## src/rtl/zbuf_pkg.sv

```systemverilog
// Shared Z-buffer package: span FSM states, default geometry/widths and the
// linear frame/Z-buffer address function used by the span and edge blocks.
package zbuf_pkg;

  localparam int X_W_D    = 10;
  localparam int Y_W_D    = 9;
  localparam int Z_W_D    = 16;
  localparam int C_W_D    = 24;
  localparam int H_RES_D  = 640;
  localparam int FRAC_D   = 8;
  localparam int ADDR_W_D = 19;

  typedef enum logic [2:0] {
    S_IDLE,
    S_ORDER,
    S_DIV,
    S_READ,
    S_CMP
  } span_st_e;

  // Row-major pixel address.
  function automatic logic [31:0] line_addr(input logic [31:0] y,
                                            input logic [31:0] x,
                                            input logic [31:0] h_res);
    return y * h_res + x;
  endfunction

endpackage

```

## src/rtl/span_div.sv

```systemverilog
// Restoring unsigned divider, one quotient bit per cycle, N cycles per divide.
// Ports:
//   clk, rst (async, active low)
//   start     load dividend/divisor and begin
//   dividend  N-bit numerator
//   divisor   D-bit denominator, never 0
//   quotient  valid while done is high (held afterwards)
//   done      one-cycle pulse after the last quotient bit
module span_div #(
  parameter int N = 24,
  parameter int D = 10
) (
  input  logic         clk,
  input  logic         rst,
  input  logic         start,
  input  logic [N-1:0] dividend,
  input  logic [D-1:0] divisor,
  output logic [N-1:0] quotient,
  output logic         done
);

  localparam int CW = $clog2(N);

  logic [N-1:0]  q_q;
  logic [D-1:0]  rem_q, dvs_q;
  logic [CW-1:0] cnt_q;
  logic          busy_q, done_q;
  logic [D:0]    rem_sh;
  logic          fits;

  // Dividend bits shift out of q_q's MSB while quotient bits shift in at LSB.
  assign rem_sh = {rem_q, q_q[N-1]};
  assign fits   = rem_sh >= {1'b0, dvs_q};

  always_ff @(posedge clk or negedge rst) begin
    if (!rst) begin
      q_q    <= '0;
      rem_q  <= '0;
      dvs_q  <= '0;
      cnt_q  <= '0;
      busy_q <= 1'b0;
      done_q <= 1'b0;
    end else begin
      done_q <= 1'b0;
      if (start) begin
        q_q    <= dividend;
        rem_q  <= '0;
        dvs_q  <= divisor;
        cnt_q  <= CW'(N - 1);
        busy_q <= 1'b1;
      end else if (busy_q) begin
        q_q   <= {q_q[N-2:0], fits};
        // Remainder stays below the divisor, so the top bit is always 0.
        rem_q <= fits ? D'(rem_sh - {1'b0, dvs_q}) : rem_sh[D-1:0];
        if (cnt_q == '0) begin
          busy_q <= 1'b0;
          done_q <= 1'b1;
        end else begin
          cnt_q <= cnt_q - 1'b1;
        end
      end
    end
  end

  assign quotient = q_q;
  assign done     = done_q;

endmodule

```

## src/rtl/span_fill.sv

```systemverilog
// Span rasteriser: fills x in [min(x_a,x_b), max(x_a,x_b)] on scanline y with
// linearly interpolated depth, Z-tests each pixel against the Z-buffer and
// writes depth + flat colour where the new depth is strictly nearer.
// Ports:
//   clk, rst (async, active low)
//   req / ack            fill request (sampled in IDLE) / span busy
//   x_a,x_b,z_a,z_b,y,color  span description, stable only while req=1
//   zb_rd_en, zb_addr, zb_rdata   Z-buffer read (data one cycle later)
//   zb_wr_en, zb_wdata            Z-buffer write (shares zb_addr)
//   pix_we, pix_addr, pix_color   frame-buffer write
module span_fill
  import zbuf_pkg::*;
#(
  parameter int X_W    = X_W_D,
  parameter int Y_W    = Y_W_D,
  parameter int Z_W    = Z_W_D,
  parameter int C_W    = C_W_D,
  parameter int H_RES  = H_RES_D,
  parameter int FRAC   = FRAC_D,
  parameter int ADDR_W = ADDR_W_D
) (
  input  logic              clk,
  input  logic              rst,
  input  logic              req,
  output logic              ack,
  input  logic [X_W-1:0]    x_a,
  input  logic [X_W-1:0]    x_b,
  input  logic [Z_W-1:0]    z_a,
  input  logic [Z_W-1:0]    z_b,
  input  logic [Y_W-1:0]    y,
  input  logic [C_W-1:0]    color,
  output logic              zb_rd_en,
  output logic [ADDR_W-1:0] zb_addr,
  input  logic [Z_W-1:0]    zb_rdata,
  output logic              zb_wr_en,
  output logic [Z_W-1:0]    zb_wdata,
  output logic              pix_we,
  output logic [ADDR_W-1:0] pix_addr,
  output logic [C_W-1:0]    pix_color
);

  localparam int N = Z_W + FRAC;

  span_st_e          state_q;
  logic [X_W-1:0]    xa_q, xb_q, x_q, xr_q;
  logic [Z_W-1:0]    za_q, zb_q;
  logic [Y_W-1:0]    y_q;
  logic [C_W-1:0]    col_q;
  logic              neg_q, ack_q, rd_q;
  logic [N:0]        z_acc_q, slope_q;
  logic [ADDR_W-1:0] addr_q;

  // Endpoint ordering, evaluated from the latched request during ORDER.
  logic              swap, dz_neg, div_start, div_done, wr_hit;
  logic [X_W-1:0]    xl, xr, dx;
  logic [Z_W-1:0]    zl, zr, dz_mag, z_pix;
  logic [N-1:0]      div_q;
  logic [ADDR_W-1:0] base_addr;

  assign swap      = xb_q < xa_q;
  assign xl        = swap ? xb_q : xa_q;
  assign xr        = swap ? xa_q : xb_q;
  assign zl        = swap ? zb_q : za_q;
  assign zr        = swap ? za_q : zb_q;
  assign dx        = xr - xl;
  assign dz_neg    = zr < zl;
  assign dz_mag    = dz_neg ? zl - zr : zr - zl;
  assign base_addr = ADDR_W'(line_addr(32'(y_q), 32'(xl), 32'(H_RES)));
  assign div_start = (state_q == S_ORDER) && (dx != '0);
  assign z_pix     = z_acc_q[N-1:FRAC];

  span_div #(.N(N), .D(X_W)) u_div (
    .clk      (clk),
    .rst      (rst),
    .start    (div_start),
    .dividend ({dz_mag, {FRAC{1'b0}}}),
    .divisor  (dx),
    .quotient (div_q),
    .done     (div_done)
  );

  // Write strobes are the only outputs qualified by read data: the compare
  // needs zb_rdata of this very CMP cycle, so they are gated from registered
  // state rather than re-registered (which would cost a cycle per pixel and
  // collide with the next read strobe).
  assign wr_hit = (state_q == S_CMP) && (z_pix < zb_rdata);

  always_ff @(posedge clk or negedge rst) begin
    if (!rst) begin
      state_q <= S_IDLE;
      xa_q    <= '0;
      xb_q    <= '0;
      za_q    <= '0;
      zb_q    <= '0;
      y_q     <= '0;
      col_q   <= '0;
      x_q     <= '0;
      xr_q    <= '0;
      neg_q   <= 1'b0;
      ack_q   <= 1'b0;
      rd_q    <= 1'b0;
      z_acc_q <= '0;
      slope_q <= '0;
      addr_q  <= '0;
    end else begin
      rd_q <= 1'b0;
      case (state_q)
        S_IDLE: if (req) begin
          xa_q    <= x_a;
          xb_q    <= x_b;
          za_q    <= z_a;
          zb_q    <= z_b;
          y_q     <= y;
          col_q   <= color;
          ack_q   <= 1'b1;
          state_q <= S_ORDER;
        end
        S_ORDER: begin
          x_q     <= xl;
          xr_q    <= xr;
          neg_q   <= dz_neg;
          addr_q  <= base_addr;
          z_acc_q <= {1'b0, zl, {FRAC{1'b0}}};
          if (dx == '0) begin
            slope_q <= '0;
            rd_q    <= 1'b1;
            state_q <= S_READ;
          end else begin
            state_q <= S_DIV;
          end
        end
        S_DIV: if (div_done) begin
          slope_q <= neg_q ? -{1'b0, div_q} : {1'b0, div_q};
          rd_q    <= 1'b1;
          state_q <= S_READ;
        end
        S_READ: state_q <= S_CMP;
        S_CMP: begin
          if (x_q == xr_q) begin
            ack_q   <= 1'b0;
            state_q <= S_IDLE;
          end else begin
            x_q     <= x_q + 1'b1;
            addr_q  <= addr_q + 1'b1;
            z_acc_q <= z_acc_q + slope_q;
            rd_q    <= 1'b1;
            state_q <= S_READ;
          end
        end
        default: state_q <= S_IDLE;
      endcase
    end
  end

  assign ack       = ack_q;
  assign zb_rd_en  = rd_q;
  assign zb_addr   = addr_q;
  assign zb_wr_en  = wr_hit;
  assign zb_wdata  = z_pix;
  assign pix_we    = wr_hit;
  assign pix_addr  = addr_q;
  assign pix_color = col_q;

endmodule

```

## config.mk

```make
export PLATFORM = sky130hd
export DESIGN_NAME = span_fill
export DESIGN_NICKNAME = d
export VERILOG_FILES = /design/src/rtl/zbuf_pkg.sv /design/src/rtl/span_div.sv /design/src/rtl/span_fill.sv
export SDC_FILE = /design/constraint.sdc
export NUM_CORES = 1
export LEC_CHECK = 0
export ABC_AREA = 1
export ABC_CLOCK_PERIOD_IN_PS = 5870
export CORE_MARGIN = 1.5
export CORE_UTILIZATION = 55
export CTS_CLUSTER_DIAMETER = 50
export DETAILED_ROUTE_END_ITERATION = 12
export PLACE_DENSITY = 0.79
export SKIP_LAST_GASP = 1
export SLEW_MARGIN = 40
export SYNTH_ARGS = -nofsm -noshare
export SYNTH_HDL_FRONTEND = slang
export SYNTH_SLANG_ARGS = --single-unit
```

## constraint.sdc

```tcl
create_clock -name clk -period 5.87 [get_ports clk]
set_clock_uncertainty 0.1 [all_clocks]
set_input_delay 1.761 -clock clk [delete_from_list [all_inputs] [get_ports clk]]
set_output_delay 1.761 -clock clk [all_outputs]
set_load 0.01 [all_outputs]
```

==> metrics.txt, run 1 <==
crit path time final=approximately 5.7 ns; top-area cell type share of the netlist area=0.339; HP Class=flip-flop to flip-flop; Worst-Margin Slew=0.666 ns; worst-path fanout max=2; DP Area=about 19000 µm²; synthesized cell area=16900 µm²; initial core utilization=0.556; status=finished clean; FF-to-FF End=u_div.quotient[11]; area grow syn2layout=16.6%; Mapped Cells=2424; Post-CTS Setup Inserts=0; async set-reset flop share out of synthesis=1.00; CTS tree=done; grt ovf=0; die area=31800 µm²; post-synthesis register bit count=229; Post-synth EDFFs=0; register area=5730 µm²; final worst-path cycle share=0.972; largest net degree at the start of global routing=97; Fmax achieved=0.175 GHz; drt first pass iters=6; Yosys warning count=0; Worst Setup Start Kind=input pin; Final Hold Vio Count=0; Core Area=30400 µm²; placer's final routability congestion estimate=0.932; Slew Viols, Final=0; Max-Cap Viols=0; antenna violations before repair=0; drt via density=5.62; DRC Markers=0; initial DRC count=1370; WL/cell=about 16 µm; synth top area cells=dfrtp_1, nand2_1, ha_1; Req. time, crit path=4.01 ns; multi-input logic area=between 9000 and 10000 µm²; drt total wl=48400 µm; cell taking the most area after synthesis=dfrtp_1; Seq/Total Area, Yosys=0.339; Antenna Cells=0; RSZ-0062 raised after global routing=false; Slew HR=0.552; setup violators final=0; GRT Total Usage=0.307; Fillers=2738; clock slew at reported path FFs=0.05 ns; depth of the worst hold-timing path=2; top-count cell post-synth=nand2_1; row count=64; Vias=16600; root buf cell=clkbuf_16; Setup CP Type=input pin to output pin; top_reg_cell synth=dfrtp_1; die height=178 µm; setup TNS=0 ns; CP endpoint kind=output pin; Avg Cell Area, Syn=6.98 µm²; Routed Antenna Nets=0; Arr. time, crit path=3.85 ns; total clock sinks=229; I/O pin count=roughly 190; Worst R2R Setup Slack=between 1 and 1.5 ns; Layout Nets=about 2700; CTS Buf Count=29; H-tree depth=1; I/O Buffers=185; Yosys cell types=57; post-synth net total=2615; vias in the first global route=between 15000 and 20000; clk buf depth=3; worst hold endpoint=z_acc_q[7]; Post-Layout Inst Area=19700 µm²; dpl hpwl=36700 µm; Synth top cells by count=nand2_1, inv_1, dfrtp_1, nand3_1, nor2_1; cells on worst reg2reg path=23; worst skew pair latency=0.56 ns; first-pass GRT wire length=between 70000 and 80000 µm; layout cell share with drive strength beyond 1=0.0599; die width=between 150 and 200 µm; hold wc startpoint=z_acc_q[7]; Worst R2R Start=xa_q[9]
[what timing repair did]
| item | in CTS | in global routing |
|---|---|---|
| endpoints found under the hold margin | 0 | 0 |
| endpoints found under the setup margin | 2 | 0 |
| hold buffers | 0 | 0 |
| gates resized for setup | 3 | 0 |
[layout by cell type, fill, tap and decap left out, types with 5 or more instances in the layout]
master | synthesis | layout
nor4_1 | 6 | 6
nor3_1 | 35 | 34
nand2_2 | 7 | 7
inv_1 | 272 | 271
a21oi_1 | 165 | 165
or2_2 | 11 | 11
clkbuf_8 | 0 | 6
nand2_1 | 683 | 682
xor2_1 | 50 | 50
clkdlybuf4s50_1 | 0 | 182
o21ai_0 | 133 | 133
inv_2 | 8 | 9
mux2_2 | 39 | 39
o22ai_1 | 5 | 5
nand4_1 | 51 | 51
clkinv_2 | 0 | 5
a22oi_1 | 7 | 7
a31oi_1 | 15 | 15
nand3_1 | 187 | 187
ha_1 | 83 | 83
xnor2_1 | 12 | 12
buf_4 | 46 | 15
dfrtp_1 | 229 | 229
nor2_4 | 4 | 5
o211ai_1 | 9 | 9
clkbuf_16 | 0 | 29
o21bai_1 | 10 | 10
o21ai_1 | 39 | 39
nor2_1 | 187 | 186
[worst max path at each step]
stage / from / to / slack [ns] / cells past startpoint
after floorplan: zb_rdata[3] / zb_wr_en / 0.68 / 11
after global placement: zb_rdata[3] / pix_we / -0.19 / 12
after detailed placement: zb_rdata[3] / pix_we / -0.27 / 12
after CTS: zb_rdata[3] / pix_we / 0.14 / 12
after global routing: zb_rdata[3] / pix_we / 0.02 / 12
final: zb_rdata[3] / pix_we / 0.16 / 12
[layer usage]
layer	vias up	global-route usage	share of wire
met5	-	0	0
met4	0	0.0885	0.029
met3	98	0.0433	0.066
met2	568	0.511	0.46
met1	7785	0.417	0.44
li1	8129	-	-
[kinds of logic after synthesis]
group,count (synthesis),synth area share
simple gates,1185,0.297
compound gates,415,0.135
buf+inv,407,0.105
flops,229,0.339
fa+ha+maj,87,0.0661
xor+xnor,62,0.0321
mux,39,0.0260
[registers in the layout (all words and copies together), names as in the netlist, 3 cells and up]
signal and cells:
pix_addr 19, pix_color 24, slope_q 24, state_q 3
u_div.cnt_q 5, u_div.dvs_q 10, u_div.quotient 24, u_div.rem_q 10
x_q 10, xa_q 10, xb_q 10, xr_q 10
y_q 9, z_acc_q 24, za_q 16, zb_q 16
[metrics by stage]
| step | hold WS [ns] | setup WS (ns) | utilization | std cells |
|---|---|---|---|---|
| after CTS | 0.397 | 0.136 | 0.648 | 2951 |
| after floorplan | 0.353 | 0.681 | - | 2424 |
| final | 0.400 | 0.162 | 0.648 | 2951 |
| after global placement | 0.371 | -0.191 | 0.615 | 2898 |
| after detailed placement | 0.384 | -0.267 | 0.616 | 2899 |
| after global routing | 0.423 | 0.0182 | 0.648 | 2951 |
[cell type report]
| class | instances | share of cell area |
|---|---|---|
| clock buffer | 39 | 0.0417 |
| inverter | 283 | 0.0539 |
| clock inverter | 13 | 0.00704 |
| tap | 396 | 0.0251 |
| sequential | 229 | 0.291 |
| multi-input combinational | 1788 | 0.478 |
| timing repair buffer | 203 | 0.103 |
[worst max-delay path, stage by stage]
cell,delay (ns)
clkdlybuf4s50_1,0.45
inv_1,0.04
ha_1,0.29
a21oi_1,0.14
o21ai_0,0.10
nand3_1,0.08
nand2_1,0.06
a21o_1,0.15
a21oi_1,0.12
o211ai_1,0.11
a211oi_2,0.24
dlygate4sd2_1,0.31
Power of run 1 is left out: the tool's default activity adds up to more than one toggle a clock period on the data nets, which glitch-free logic cannot reach.
==> run 2: changes to the inputs <==
--- a/config.mk
+++ b/config.mk
@@ -12,6 +12,7 @@
 export CTS_CLUSTER_DIAMETER = 50
 export DETAILED_ROUTE_END_ITERATION = 12
 export PLACE_DENSITY = 0.79
+export REMOVE_ABC_BUFFERS = 1
 export SKIP_LAST_GASP = 1
 export SLEW_MARGIN = 40
 export SYNTH_ARGS = -nofsm -noshare
==> run 2 against run 1 <==
Non-clock buffer count decreased by 1. Cell count increased by 0.27%. First-iteration DRC count decreased by 21%. Sequential share of layout area decreased by 0.29 points. Design area increased by 1.0%. Largest cell class unchanged.
==> metrics.txt, run 2 (synthesized netlist as in run 1, its figures left out) <==
hold_buf cts=0 (unchanged); DRC Markers=0 (unchanged); Post-Layout Inst Area=19900 µm² (+1.0%); die height=178 µm (unchanged); clk buf depth=3 (unchanged); commonest non-fill, non-tap cell in the layout=nand2_1; CTS Buf Count=34 (+17%); antenna violations before repair=0 (unchanged); Req. time, crit path=4.01 ns (about the same); setup ws final=0.0936 ns (-0.0686 ns); largest net degree at the start of global routing=81 (-16%); CTS tree=done; Slew Viols, Final=0 (unchanged); layout cell share with drive strength beyond 1=0.0675 (+0.00762); Antenna Cells=0 (unchanged); vias in the first global route=16100 (+2.4%); die width=178 µm (unchanged); final core occ=0.655 (+0.00674); initial DRC count=1083 (-21%); die area=31800 µm² (unchanged); crit path time final=5.78 ns (+0.0686 ns); depth of the worst hold-timing path=2 (unchanged); Core Area=30400 µm² (unchanged); Place WS=-0.566 ns (-0.299 ns); final hold slack=0.389 ns (-0.0105 ns); Max-Cap Viols=0 (unchanged); Final Hold Vio Count=0 (unchanged); Worst R2R Setup Slack=1.50 ns (+0.38 ns); Worst Setup Start Kind=input pin; RSZ-0062 raised after global routing=false; clock slew at reported path FFs=0.05 ns (about the same); Worst R2R Start=xb_q[6]; commonest non-fill, non-tap cells in the layout=nand2_1, inv_1, dfrtp_1, nand3_1, nor2_1; Arr. time, crit path=3.92 ns (+0.07 ns); first-pass GRT wire length=78700 µm (about the same); worst hold endpoint=z_acc_q[3]; CP endpoint kind=output pin; HP Class=flip-flop to flip-flop; dpl hpwl=35500 µm (-3.2%); final worst-path cycle share=0.984 (+0.0117); drt via density=5.58 (-0.73%); placer's final routability congestion estimate=0.945 (+1.4%); row count=64 (unchanged); Vias=16500 (-0.46%); Setup CP Type=input pin to output pin; worst skew pair latency=0.54 ns (-0.02 ns); I/O Buffers=185 (unchanged); root buf cell=clkbuf_16; worst-path fanout max=2 (unchanged); H-tree depth=2 (+1); Fmax achieved=0.173 GHz (-1.2%); Slew HR=0.523 (-0.0282); total clock sinks=229 (unchanged); grt ovf=0 (unchanged); Worst-Margin Slew=0.715 ns (+0.0493 ns); Layout Nets=2729 (+0.15%); drt total wl=48300 µm (about the same); DP Area=18800 µm² (about the same); area grow syn2layout=17.8%; Fillers=2707 (-1.1%); Routed Antenna Nets=0 (unchanged); status=finished clean; hold wc startpoint=z_acc_q[3]; initial core utilization=0.556 (unchanged); GRT Total Usage=0.309 (+0.00159); FF-to-FF End=u_div.quotient[23]; drt first pass iters=5 (-1); setup violators final=0 (unchanged); WL/cell=16.3 µm (-0.35%); I/O pin count=186 (unchanged); cells on worst reg2reg path=24 (+4.3%)
run 2: worst max-delay path by stage:
stage,start,end,slack [ns],depth (start not counted)
2_1_floorplan,state_q[2],pix_addr[0],-0.41,7
4_1_cts,zb_rdata[3],pix_we,-0.07,13
6_report,zb_rdata[1],zb_wr_en,0.09,12
5_1_grt,zb_rdata[3],zb_wr_en,0.03,12
3_3_place_gp,zb_rdata[3],pix_we,-0.59,12
3_5_place_dp,zb_rdata[1],pix_we,-0.57,12
run 2: layout make-up:
cell class | count | area [µm²] | share of cell area
Clock buffer | 44 | 960 | 0.0482
Clock inverter | 17 | 174 | 0.00873
Inverter | 283 | 1060 | 0.0533
Multi-Input combinational cell | 1788 | 9470 | 0.475
Sequential cell | 229 | 5730 | 0.288
Tap cell | 396 | 495 | 0.0249
Timing Repair Buffer | 202 | 2030 | 0.102
run 2: what timing repair did:
item                       CTS  global route
buffers inserted             1             0
gates resized for setup     13             4
setup endpoints to repair    2             2
pin swaps                    7             4
run 2: per-stage QoR:
stage	std cells	setup TNS [ns]
2_1_floorplan	2300	-8.60
5_1_grt	2959	0
3_5_place_dp	2898	-1.13
3_3_place_gp	2897	-1.18
6_report	2959	0
4_1_cts	2960	-0.0708
run 2: per-layer routing:
layer  vias up  wire length [µm]  part of all wire  global-route usage
li1       8143                 -                 -                   -
met1      7715             20900              0.43               0.392
met2       540             23200              0.48               0.531
met3       106              2700             0.056              0.0420
met4         0              1560             0.032               0.120
met5         -                 0                 0                   0
run 2: critical path: stages:
cell	delay, ns
clkdlybuf4s50_1	0.47
inv_2	0.05
ha_4	0.21
a21oi_2	0.13
o21ai_1	0.07
nand3_1	0.06
nand2_1	0.05
a21o_1	0.16
a21oi_2	0.21
o211ai_1	0.27
a211oi_2	0.31
buf_2	0.17
Power of run 2 is left out for the same reason.
